--- src/rtl/huff_pair_collector.sv ---
// huff_pair_collector
//   Collects decoded big-value Huffman pairs for one granule and writes them
//   to the granule RAM, then zero-fills the remaining pair slots so every
//   address 0..NUM_PAIRS-1 is written exactly once per granule.
//
// Ports
//   clk, rst                      clock, synchronous active-high reset
//   start                         one-cycle pulse, begins a granule (IDLE only)
//   big_values                    number of big-value pairs
//   region1_start, region2_start  first pair index of regions 1 and 2
//   table_select0/1/2             Huffman table per region
//   axiiv, x_val, y_val           decoded pair from the Huffman decoder
//   decode_en                     decoder may consume bits (DECODE state)
//   cur_table                     table for the next pair
//   wr_en, wr_addr, wr_data       granule RAM write port, data = {x, y}
//   last_nz                       one past the highest nonzero pair index
//   overrun                       sticky: pair arrived outside DECODE
//   done                          one-cycle pulse, granule fully written
module huff_pair_collector #(
   parameter int NUM_PAIRS = 288
) (
   input  logic               clk,
   input  logic               rst,
   input  logic               start,
   input  logic [8:0]         big_values,
   input  logic [8:0]         region1_start,
   input  logic [8:0]         region2_start,
   input  logic [4:0]         table_select0,
   input  logic [4:0]         table_select1,
   input  logic [4:0]         table_select2,
   input  logic               axiiv,
   input  logic signed [15:0] x_val,
   input  logic signed [15:0] y_val,
   output logic               decode_en,
   output logic [4:0]         cur_table,
   output logic               wr_en,
   output logic [8:0]         wr_addr,
   output logic [31:0]        wr_data,
   output logic [8:0]         last_nz,
   output logic               overrun,
   output logic               done
);

   localparam logic [8:0] NP = 9'(NUM_PAIRS);

   typedef enum logic [1:0] {IDLE, DECODE, ZERO_FILL, DONE} state_t;

   state_t     state, state_nxt;
   logic [8:0] bv, r1, r2, pair_idx;
   logic [4:0] ts0, ts1, ts2;
   logic [8:0] bv_in, r1_in, r2_lo, r2_in;

   // Region bounds are clamped so that 0 <= r1 <= r2 <= bv <= NUM_PAIRS.
   always_comb begin
      bv_in = (big_values > NP) ? NP : big_values;
      r1_in = (region1_start > bv_in) ? bv_in : region1_start;
      r2_lo = (region2_start < r1_in) ? r1_in : region2_start;
      r2_in = (r2_lo > bv_in) ? bv_in : r2_lo;
   end

   always_ff @(posedge clk) begin
      if (rst) state <= IDLE;
      else     state <= state_nxt;
   end

   always_comb begin
      state_nxt = state;
      case (state)
         IDLE:      if (start) state_nxt = (bv_in != 9'd0) ? DECODE : ZERO_FILL;
         DECODE:    if (axiiv && (pair_idx == bv - 9'd1)) state_nxt = ZERO_FILL;
         // pair_idx == NP only when bv == NP: nothing to fill, leave at once.
         ZERO_FILL: if (pair_idx >= NP - 9'd1) state_nxt = DONE;
         DONE:      state_nxt = IDLE;
         default:   state_nxt = IDLE;
      endcase
   end

   assign decode_en = (state == DECODE);
   assign done      = (state == DONE);
   assign cur_table = (pair_idx < r1) ? ts0 : (pair_idx < r2) ? ts1 : ts2;

   always_ff @(posedge clk) begin
      if (rst) begin
         bv       <= '0;
         r1       <= '0;
         r2       <= '0;
         ts0      <= '0;
         ts1      <= '0;
         ts2      <= '0;
         pair_idx <= '0;
         wr_en    <= 1'b0;
         wr_addr  <= '0;
         wr_data  <= '0;
         last_nz  <= '0;
         overrun  <= 1'b0;
      end else begin
         wr_en <= 1'b0;
         if (axiiv && (state != DECODE)) overrun <= 1'b1;
         case (state)
            IDLE: if (start) begin
               bv       <= bv_in;
               r1       <= r1_in;
               r2       <= r2_in;
               ts0      <= table_select0;
               ts1      <= table_select1;
               ts2      <= table_select2;
               pair_idx <= '0;
               last_nz  <= '0;
               overrun  <= 1'b0;
            end
            DECODE: if (axiiv) begin
               wr_en    <= 1'b1;
               wr_addr  <= pair_idx;
               wr_data  <= {x_val, y_val};
               pair_idx <= pair_idx + 9'd1;
               if ((x_val != 16'sd0) || (y_val != 16'sd0)) last_nz <= pair_idx + 9'd1;
            end
            ZERO_FILL: if (pair_idx < NP) begin
               wr_en    <= 1'b1;
               wr_addr  <= pair_idx;
               wr_data  <= '0;
               pair_idx <= pair_idx + 9'd1;
            end
            default: ;
         endcase
      end
   end

endmodule
--- config.mk ---
export PLATFORM = sky130hd
export DESIGN_NAME = huff_pair_collector
export DESIGN_NICKNAME = d
export VERILOG_FILES = /design/src/rtl/huff_pair_collector.sv
export SDC_FILE = /design/constraint.sdc
export NUM_CORES = 1
export LEC_CHECK = 0
export CORE_MARGIN = 4
export CORE_UTILIZATION = 51
export DETAILED_ROUTE_END_ITERATION = 8
export HOLD_SLACK_MARGIN = 0.15
export PLACE_DENSITY_LB_ADDON = 0.05
export SETUP_SLACK_MARGIN = 0.5
export SLEW_MARGIN = 20
export SYNTH_ARGS = -nofsm -noshare
export SYNTH_HDL_FRONTEND = slang
export SYNTH_SLANG_ARGS = --single-unit
--- constraint.sdc ---
create_clock -name clk -period 10.95 [get_ports clk]
set_input_delay 3.285 -clock clk [delete_from_list [all_inputs] [get_ports clk]]
set_output_delay 3.285 -clock clk [all_outputs]
set_load 0.02 [all_outputs]
==> impl_metrics.json <==
{
  "fin_crit_ns": 9.85,
  "worstSetupEndpointType": "register",
  "grt-busiest-layer": "met2",
  "syn_avg_cell_area_sq_um": 7.81,
  "slowest_delay_ns": 0.59,
  "ir_worst_vdd_v": 0.000132,
  "wl_per_cell_microns": 17.3,
  "use_met2": 0.430,
  "path_clk_slew_ns": 0.07,
  "holdBufCountCts": 0,
  "critPathBufInv": 3,
  "power_frac_clock": 0.208,
  "numPortBuffers": 136,
  "antenna_found_initial": 0,
  "worstSetupPathType": "primary input to register",
  "die_h_microns": 118,
  "cp-start-kind": "primary input",
  "cts_setup_buffers": 0,
  "ys_ff_latch": 105,
  "yosysUniqueCellTypes": 51,
  "cts_buffers": 9,
  "die_w_microns": 118,
  "htree_levels": 3,
  "dp_cells": 1021,
  "yosys.area.top_type": "dfxtp_1",
  "relSlewSlack": 0.487,
  "crit_top_cell": "ha_1",
  "reg2reg_slack_ns": 7.97,
  "fin_hold_ws_ns": 0.451,
  "slew_viol_final": 0,
  "p_per_area_mw_per_mm2": 189,
  "power_switching_uw": 591,
  "via_count": 5957,
  "grtUsageTotal": 0.257,
  "cp_slowest_cell": "a21oi_1",
  "ctsResizeCount": 0,
  "first_pass_iters": 5,
  "synth-edff-count": 0,
  "rows": 39,
  "setup_violations": 0,
  "worstSkewPairLatency_ns": 0.35,
  "max_freq_ghz": 0.101,
  "seqPwrFrac": 0.342,
  "fin_cells": 1037,
  "yosys.area.top_type_share": 0.343,
  "syn_nets": 910,
  "synthFlopType": "dfxtp_1",
  "drive_gt1_frac": 0.0503,
  "cts_tree": "yes",
  "synthTopCellsByCount": "dfxtp_1, a21oi_1, nand2_1",
  "holdPathStages": 2,
  "crit_arrival_ns": 10.10,
  "worstHoldEndpoint": "last_nz[3]$_SDFFE_PP0P_",
  "cts_root_buffer": "clkbuf_16",
  "ys_warn_count": 0,
  "gr-usage-met1": 0.325,
  "worstPathMaxFanout": 11,
  "p_comb_frac": 0.450,
  "yosysMostFrequentCell": "dfxtp_1",
  "min_path_type": "register to register",
  "initial_core_util": 0.530,
  "worst_r2r_endpoint": "last_nz[3]$_SDFFE_PP0P_",
  "critPathTopFamily": "compound AO/OA/AOI/OAI gates",
  "fin_skew_ns": 0.00740,
  "post-route-period-util": 0.900,
  "grt_pass1_vias": 5954,
  "nNetsFinal": 1015,
  "final_antenna_net_count": 0,
  "clock-sinks": 105,
  "antennaDiodeCount": 0,
  "dp_hpwl_microns": 13200,
  "ios": 137,
  "crit_required_ns": 11.19,
  "clock_path_buffers": 2,
  "drc": 0,
  "sw_frac_of_total": 0.401,
  "netlist_area_sq_mm": 0.00612,
  "worstHoldStart": "last_nz[3]$_SDFFE_PP0P_",
  "intPower_uw": 884,
  "met3_usage": 0.0702,
  "final_hold_viol_count": 0,
  "synthTopCellsByArea": "dfxtp_1, ha_1, a21oi_1, nand2_1, nor3b_1",
  "gp_congestion": 0.884,
  "worst_slew_pin_slew_ns": 0.765,
  "die-area_sq_mm": 0.0138,
  "leakage_nw": 3.02,
  "place_area_sq_mm": 0.00753,
  "rr_startpoint": "state[1]$_SDFFE_PP0P_",
  "final_cell_area_sq_mm": 0.00780,
  "routed_wl_microns": 17900,
  "cp.depth": 27,
  "area_delta_synth_final_pct": 27.4,
  "core_sq_mm": 0.0116,
  "drtIter0Drc": 419,
  "grt_remaining_overflow": 0,
  "status": "complete, no violations",
  "synthArstFlopShare": 0,
  "ys_seq_area_frac": 0.343,
  "tns_ns": 0,
  "viasPerCell": 5.74,
  "grt_max_degree": 71,
  "grt_pass1_wl_microns": 29500,
  "synthCells": 784,
  "rsz0062_at_grt": "no",
  "drv_cap": 0,
  "rr_worst_depth": 9
}
## metrics by stage
step           power (mW)  utilization  worst slack [ns]
2_1_floorplan       0.934            -              2.11
3_3_place_gp         1.15        0.651              1.07
3_5_place_dp         1.17        0.651             0.880
4_1_cts              1.48        0.675              1.21
5_1_grt              1.57        0.675             0.609
6_report             1.47        0.675              1.10
## cell usage in the layout (no fill, tap or decap), types with 20 or more instances in the layout
master,count
clkdlybuf4s50_1,135
nand2_1,86
nor3_1,20
dfxtp_1,105
inv_1,52
o21ai_0,24
ha_1,48
a21oi_1,90
nor3b_1,39
nor2_1,75
## registers in the layout, summed over array words and instances (netlist names), 2 cells and up
name      cells
bv            9
last_nz       9
pair_idx      9
r1            9
r2            9
state         2
ts0           5
ts1           5
ts2           5
wr_addr       9
wr_data      32
## power groups by stage
stage	clock (mW)	combinational [mW]	sequential [mW]
finish	0.306	0.664	0.504
CTS	0.312	0.663	0.504
global route	0.329	0.731	0.513
global placement	0	0.644	0.508
floorplan	0	0.390	0.544
detailed placement	0	0.658	0.512
## logic make-up after synthesis
| family | synth area share |
|---|---|
| fa+ha+maj | 0.0981 |
| buf+inv | 0.0607 |
| mux | 0.0415 |
| xor+xnor | 0.0272 |
| compound gates | 0.184 |
| simple gates | 0.245 |
| flops | 0.343 |
## worst max-delay path by stage
stage | from | endpoint
after CTS | big_values[0] | r2[5]$_SDFFE_PP0P_
after global placement | big_values[0] | r2[5]$_SDFFE_PP0P_
after detailed placement | big_values[0] | r2[5]$_SDFFE_PP0P_
after global routing | big_values[0] | r2[5]$_SDFFE_PP0P_
after floorplan | big_values[0] | r2[5]$_SDFFE_PP0P_
final | big_values[0] | r2[5]$_SDFFE_PP0P_
## worst register-to-register path: stages (launching register included)
cell and delay [ns]:
dfxtp_1 0.34, inv_1 0.09, ha_1 0.49, nor4b_1 0.39
nand4_1 0.13, nor4_1 0.37, a21oi_1 0.28, o21ai_1 0.50
or3_1 0.20, a21oi_1 0.06
## routing by layer
layer	share of wire	routed length [microns]
met3	0.068	1220
met1	0.44	7820
met2	0.48	8560
met5	0	0
met4	0.017	310
## final cells by class
type | count | area, sq um
fill | 992 | 3760
timing repair buffer | 141 | 1400
clock buffer | 9 | 225
sequential | 105 | 2100
tap | 143 | 179
multi-input combinational | 580 | 3650
clock inverter | 7 | 52.6
inverter | 52 | 195
No activity file was read; power rests on OpenSTA's default activity.
